<file path="src/rtl/imem_loader.sv">
// Boot loader: packs a length-prefixed byte stream into big-endian 32-bit words for imem.
// Optional trailing XOR checksum byte is enabled by defining LOADER_CSUM_EN.
module imem_loader #(
  parameter int ADDR_WIDTH = 8
) (
  input  logic                  clk,
  input  logic                  reset,
  input  logic                  in_valid,
  input  logic [7:0]            in_data,
  output logic                  in_ready,
  output logic                  imem_we,
  output logic [ADDR_WIDTH-1:0] imem_addr,
  output logic [31:0]           imem_wdata,
  output logic                  core_reset,
  output logic                  done,
  output logic                  error
);

  localparam logic [31:0] CAPACITY = 32'd1 << ADDR_WIDTH;

  typedef enum logic [2:0] {
    S_LEN_HI,
    S_LEN_LO,
    S_DATA,
`ifdef LOADER_CSUM_EN
    S_CSUM,
`endif
    S_FLUSH,
    S_DONE,
    S_ERR
  } state_t;

  state_t                state_reg, state_next;
  logic [15:0]           len_reg, len_next;
  logic [23:0]           asm_reg, asm_next;
  logic [1:0]            idx_reg, idx_next;
  logic [ADDR_WIDTH:0]   cnt_reg, cnt_next;
  logic                  we_reg, we_next;
  logic [ADDR_WIDTH-1:0] addr_reg, addr_next;
  logic [31:0]           wdata_reg, wdata_next;
`ifdef LOADER_CSUM_EN
  logic [7:0]            csum_reg, csum_next;
`endif

  logic        accept;
  logic [15:0] n_in;
  logic        cnt_last;

  assign accept   = in_valid && in_ready;
  assign n_in     = {len_reg[15:8], in_data};
  assign cnt_last = (32'(cnt_reg) + 32'd1) == 32'(len_reg);

  always_ff @(posedge clk) begin
    if (reset) begin
      state_reg <= S_LEN_HI;
      len_reg   <= '0;
      asm_reg   <= '0;
      idx_reg   <= '0;
      cnt_reg   <= '0;
      we_reg    <= 1'b0;
      addr_reg  <= '0;
      wdata_reg <= '0;
`ifdef LOADER_CSUM_EN
      csum_reg  <= '0;
`endif
    end else begin
      state_reg <= state_next;
      len_reg   <= len_next;
      asm_reg   <= asm_next;
      idx_reg   <= idx_next;
      cnt_reg   <= cnt_next;
      we_reg    <= we_next;
      addr_reg  <= addr_next;
      wdata_reg <= wdata_next;
`ifdef LOADER_CSUM_EN
      csum_reg  <= csum_next;
`endif
    end
  end

  always_comb begin
    state_next = state_reg;
    len_next   = len_reg;
    asm_next   = asm_reg;
    idx_next   = idx_reg;
    cnt_next   = cnt_reg;
    we_next    = 1'b0;
    addr_next  = addr_reg;
    wdata_next = wdata_reg;
`ifdef LOADER_CSUM_EN
    csum_next  = csum_reg;
`endif
    case (state_reg)
      S_LEN_HI: if (accept) begin
        len_next   = {in_data, 8'h00};
        state_next = S_LEN_LO;
      end
      S_LEN_LO: if (accept) begin
        len_next = n_in;
        if (32'(n_in) > CAPACITY) begin
          state_next = S_ERR;
        end else if (n_in == 16'd0) begin
`ifdef LOADER_CSUM_EN
          state_next = S_CSUM;
`else
          state_next = S_FLUSH;
`endif
        end else begin
          state_next = S_DATA;
        end
      end
      S_DATA: if (accept) begin
        asm_next = {asm_reg[15:0], in_data};
        idx_next = idx_reg + 2'd1;
`ifdef LOADER_CSUM_EN
        csum_next = csum_reg ^ in_data;
`endif
        // Fourth byte completes the word; the counter doubles as the write address.
        if (idx_reg == 2'd3) begin
          we_next    = 1'b1;
          addr_next  = cnt_reg[ADDR_WIDTH-1:0];
          wdata_next = {asm_reg, in_data};
          cnt_next   = cnt_reg + 1'b1;
          if (cnt_last) begin
`ifdef LOADER_CSUM_EN
            state_next = S_CSUM;
`else
            state_next = S_FLUSH;
`endif
          end
        end
      end
`ifdef LOADER_CSUM_EN
      S_CSUM: if (accept) begin
        state_next = (in_data == csum_reg) ? S_FLUSH : S_ERR;
      end
`endif
      S_FLUSH: state_next = S_DONE;
      S_DONE:  state_next = S_DONE;
      S_ERR:   state_next = S_ERR;
      default: state_next = S_ERR;
    endcase
  end

  always_comb begin
    in_ready   = 1'b0;
    core_reset = 1'b1;
    done       = 1'b0;
    error      = 1'b0;
    case (state_reg)
      S_LEN_HI, S_LEN_LO, S_DATA: in_ready = 1'b1;
`ifdef LOADER_CSUM_EN
      S_CSUM:  in_ready = 1'b1;
`endif
      S_DONE: begin
        core_reset = 1'b0;
        done       = 1'b1;
      end
      S_ERR:   error = 1'b1;
      default: in_ready = 1'b0;
    endcase
  end

  assign imem_we    = we_reg;
  assign imem_addr  = addr_reg;
  assign imem_wdata = wdata_reg;

endmodule
</file>
<file path="config.mk">
export PLATFORM = sky130hd
export DESIGN_NAME = imem_loader
export DESIGN_NICKNAME = d
export VERILOG_FILES = /design/src/rtl/imem_loader.sv
export SDC_FILE = /design/constraint.sdc
export NUM_CORES = 1
export LEC_CHECK = 0
export ABC_AREA = 1
export CAP_MARGIN = 40
export CORE_AREA = 5 5 88 90
export CTS_CLUSTER_SIZE = 16
export DETAILED_ROUTE_END_ITERATION = 8
export DIE_AREA = 0 0 93 95
export PLACE_DENSITY_LB_ADDON = 0.08
export SYNTH_ARGS = -nofsm -noshare
export SYNTH_HDL_FRONTEND = slang
export SYNTH_SLANG_ARGS = --single-unit
</file>
<file path="constraint.sdc">
create_clock -name clk -period 3.46 [get_ports clk]
set_input_delay 0.692 -clock clk [delete_from_list [all_inputs] [get_ports clk]]
set_output_delay 0.692 -clock clk [all_outputs]
set_load 0.02 [all_outputs]
</file>
# [After elaboration in Yosys (flattened, before gate mapping)]
# Cells that the tools add are included.
[word_totals] out_inout_bits=45 input_bits=11 ff_bits=95 wordCells=56
[op_classes] n_lt_le_gt_ge=1 n_eq_ne=12 reduce_logical=12 n_mux=16 n_bitwise=3 add_sub_neg=3
[ops] op="16-bit case mux with 2 select lines" count=1
[ops] op="3-bit 2-to-1 mux" count=6
[ops] op="10-bit by 16-bit == test with 1-bit output" count=1
[ops] op="16-bit by 9-bit greater-than comparator with 1-bit output, second input constant" count=1
[ops] op="16-bit logical NOT" count=1
[ops] op="16-bit 2-to-1 mux" count=1
[ops] op="3-bit case mux with 4 select lines" count=1
[ops] op="9-bit by 1-bit adder with 10-bit output, second input constant" count=1
[ops] op="2-bit != test, second input constant" count=5
[ops] op="9-bit by 1-bit adder with 9-bit output, second input constant" count=1
[ops] op="3-bit AND reduction" count=3
[ops] op="8-bit 2-to-1 mux" count=1
[ops] op="3-bit by 2-bit == test with 1-bit output, second input constant" count=2
[ops] op="3-bit == test, second input constant" count=2
[ops] op="1-bit 2-to-1 mux" count=6
[ops] op="3-bit OR reduction" count=2
[ops] op="5-bit AND reduction" count=1
[ops] op="3-bit by 1-bit == test with 1-bit output, second input constant" count=1
[ops] op="3-bit logical NOT" count=1
[ops] op="1-bit NOT" count=3
[ops] op="2-bit by 1-bit adder with 2-bit output, second input constant" count=1
[ops] op="2-bit == test, second input constant" count=1
[ops] op="2-bit AND reduction" count=1
[ops] op="2-bit nonzero test" count=1
[ops] op="2 further kinds" count=2

# [Logic depth before layout (Yosys ltp)]
[depth] ltp_word=6 mapped_depth=14 depth_no_buf=14

# [Worst setup path after synthesis]
# No wires, ideal clock.
[synth_timing] path_kind="input to register" from="input reset" to="register wdata_reg[0], in the netlist imem_wdata[0]" n_path_buf=3 setup_time_ns=0.070 arrival_ns=1.625 t_required_ns=3.390 path_slack_ns=1.765 path_stages=6 cell_sequence="clkbuf_1 inv_1 buf_2 clkbuf_1 o21ai_0 a21oi_1"
[synth_lines] item="from (decl)" line_no="7" source="input logic reset,"
[synth_lines] item="to (signal assigned)" line_no="74" source="wdata_reg <= wdata_next;"
[synth_lines] item="to (decl)" line_no="40" source="logic [31:0] wdata_reg, wdata_next;"

# [Worst setup path after layout]
[layout_timing] from="register state_reg[0]" to="output error"
[layout_between] elab_chain_len=2
[layout_lines] item="from (decl)" line_no="33" source="state_t state_reg, state_next;"
[layout_lines] item="from (signal assigned)" line_no="67" source="state_reg <= state_next;"
[layout_lines] item="3-bit == test" line_no="150" source="case (state_reg)"
[layout_lines] item="1-bit 2-to-1 mux" line_no="150"
[layout_lines] item="to (decl)" line_no="16" source="output logic error"
# Every way passes these cells.

==> summary.txt <==
Final layout
  • Utilization of the core after routing: 66.1%
  • Number of flip-flops in the largest register: 32
  • Final net count: 571
  • Layout cells sized above 1: 5.34%
  • N_diodes: 0
  • Area growth, synth to finish: 20.7%

Floorplan
  • Io pins: 56
  • Die area: 0.00884 mm²
  • Die Width: 93 µm
  • Die height: 95 µm
  • Cell row count: 31
  • Starting density of the core: 54.7%
  • Core area: 0.00698 mm²

Synth
  • Count leader, synth: dfxtp_1
  • Sequential area share after synthesis: 49.8%
  • Async S/R FF share, synth: 0%
  • Top_reg_cell synth: dfxtp_1
  • Synth top area share: 49.8%
  • Post-Syn Nets: 525
  • EDFF count, synth: 0
  • Syn Area/Cell: 7.47 µm²
  • Synth cell count leaders: 95 x dfxtp_1, 75 x nor2_1, 74 x o21ai_0, 65 x nand2_1, 55 x a21oi_1
  • Flops & latches, synth: 95
  • Cells after Synth: 512
  • Largest cells by area after synthesis: dfxtp_1 50%, o21ai_0 9.7%, nor2_1 7.4%
  • Yosys top cell by area: dfxtp_1
  • Post-synthesis cell type count: 28
  • YS warnings: 0
  • Post-Synthesis Cell Area: 0.00382 mm²

Timing
  • Tmin final: 2.58 ns
  • Setup ws final: 0.879 ns
  • Hold Vio Cnt, Final: 0
  • Fin crit share: 74.6%
  • Unrepaired setup endpoints after global routing: no
  • Clock skew: 0.00956 ns
  • Fmax: 388 MHz
  • Max-slew violations: 0
  • Relative slew margins: 46.1%
  • Final setup viols: 0
  • Setup TNS: 0 ns
  • Measured slew at the worst slew-check pin: 0.808 ns

CTS
  • Clk sink count: 95
  • Setup bufs post-CTS: 0
  • Root Driver: clkbuf_8
  • CTS Hold Bufs: 0
  • H-tree depth: 3
  • CTS tree: yes
  • Clock buffer depth: 2
  • Post_cts resized: 0
  • Clock transition at the registers of the reported paths: 0.08 ns
  • Total CTS buffers: 9
  • Clk_lat worst skew: 0.36 ns

Routing
  • Highest Signal Layer: met4
  • DRC: 0
  • Met1 wire length: 4200 µm
  • Wire per inst: 14.6 µm
  • Avg Vias per Cell: 5.38
  • DRT iter0 DRCs: 194
  • DRT Wirelength: 9390 µm
  • Vias: 3467
  • Met2 wire length: 4590 µm
  • DR pass1 iterations: 5
  • DRT antenna net count: 0
  • Metal3 WL: 403 µm

GRT
  • GR Overflow Total: 0
  • Total GRT Usage: 22.7%
  • First-pass GRT wire length: 15900 µm
  • Vias in the first global route: 3361
  • Largest net degree at the start of global routing: 53
  • Initial antenna violation count: 0

Setup path
  • Buf/Inv on CP: 2
  • Crit path max-delay family: buffers and inverters
  • Worst path max stage delay: 0.63 ns
  • Crit-path cells: inv_1, nor3_1, clkdlybuf4s50_1
  • Worst-path fanout max: 12
  • CP Class: reg -> out
  • Slowest-stage cell, CP: clkdlybuf4s50_1
  • Type of origin of the critical path: flop
  • Worst path required time: 2.77 ns
  • Endpoint type of the worst setup path: primary output
  • CP arrival: 1.89 ns

Place
  • PortBufs: 55
  • Final GP Congestion: 0.891
  • Post-place setup slack: 0.794 ns
  • DP HPWL: 6370 µm

Pwr
  • Comb power frac: 16.5%
  • Flop pwr share: 52.4%
  • Clk network pwr share: 31.2%
  • Power Dens Cells: 508 mW/mm²
  • P_int: 0.00165 W
  • Worst VDD drop: 0.283 mV
  • Switching Power: 0.000689 W
  • Net Sw Frac: 29.4%
  • Leak Pwr: 1.88 nW

Run
  • Total of max-cap violations: 0

Run status
  • Status: complete, no violations

Worst hold path
  • Min-delay worst type: reg -> reg
-- worst paths after layout --
check	startpoint	to	slack, ns	depth (start not counted)
worst max-delay path	state_reg[0]	error	0.88	3
worst min-delay path	len_reg[15]	len_reg[15]	0.45	2
worst max register to register	idx_reg[0]	imem_wdata[14]	1.13	7
worst min register to register	len_reg[15]	len_reg[15]	0.45	2
-- per-layer routing --
layer	GRT usage (%)	vias to the layer above
li1	-	1780
met1	28.4	1583
met2	38.2	86
met3	4.78	18
met4	9.52	0
met5	0	-
-- per-stage QoR --
stage                     hold slack (ns)  total power [W]  std cells  cell area (µm²)
after floorplan                     0.424          0.00152        512             3820
after global placement              0.434          0.00163        629             4420
after detailed placement            0.439          0.00163        629             4420
after CTS                           0.452          0.00235        644             4610
after global routing                0.461          0.00247        644             4610
final                               0.447          0.00234        644             4610
-- cells in the final DEF, fill, tap and decap left out, types with 2 or more instances in the layout --
master / count
nand4_1: 3
dfxtp_1: 95
o21ai_0: 74
buf_4: 5
nor3_1: 2
inv_1: 49
a211oi_1: 8
clkinvlp_4: 2
clkdlybuf4s50_1: 55
nand3_1: 39
nor2_1: 75
clkbuf_8: 10
nand3_2: 3
ha_1: 2
o211ai_1: 3
nand2_1: 65
a21oi_1: 55
nor2_4: 3
-- power by group through the flow --
stage          logic (W)  registers (W)  clock network, W
4_1_cts         0.000384        0.00123          0.000743
6_report        0.000385        0.00123          0.000730
3_5_place_dp    0.000382        0.00125                 0
2_1_floorplan   0.000299        0.00122                 0
5_1_grt         0.000438        0.00124          0.000797
3_3_place_gp    0.000376        0.00125                 0
-- cells by family (layout without fill, tap and decap cells) --
group,after synthesis,in the layout,synth area share (%)
AO/OA/AOI/OAI,143,143,19.6
AND/OR/NAND/NOR,194,194,21.9
XOR/XNOR,2,2,0.458
flip-flops,95,95,49.8
buffers and inverters,76,126,7.56
adder cells (fa/ha/maj),2,2,0.655
-- cell type report --
type	count	area, µm²
clock buffers	10	138
clock inverters	5	58.8
fillers	635	2370
inverters	51	191
multi-input cells	341	1630
flip-flops and latches	95	1900
well taps	82	103
repair buffers	60	588
-- worst reg2reg max path, stage by stage (launching register included) --
cell and delay (ns):
dfxtp_1 0.35, ha_1 0.55, nand2_1 0.19, nor2_4 0.14
inv_1 0.35, nor2_2 0.36, inv_1 0.14, o21ai_0 0.17
Power figures use the tool's default switching activity.
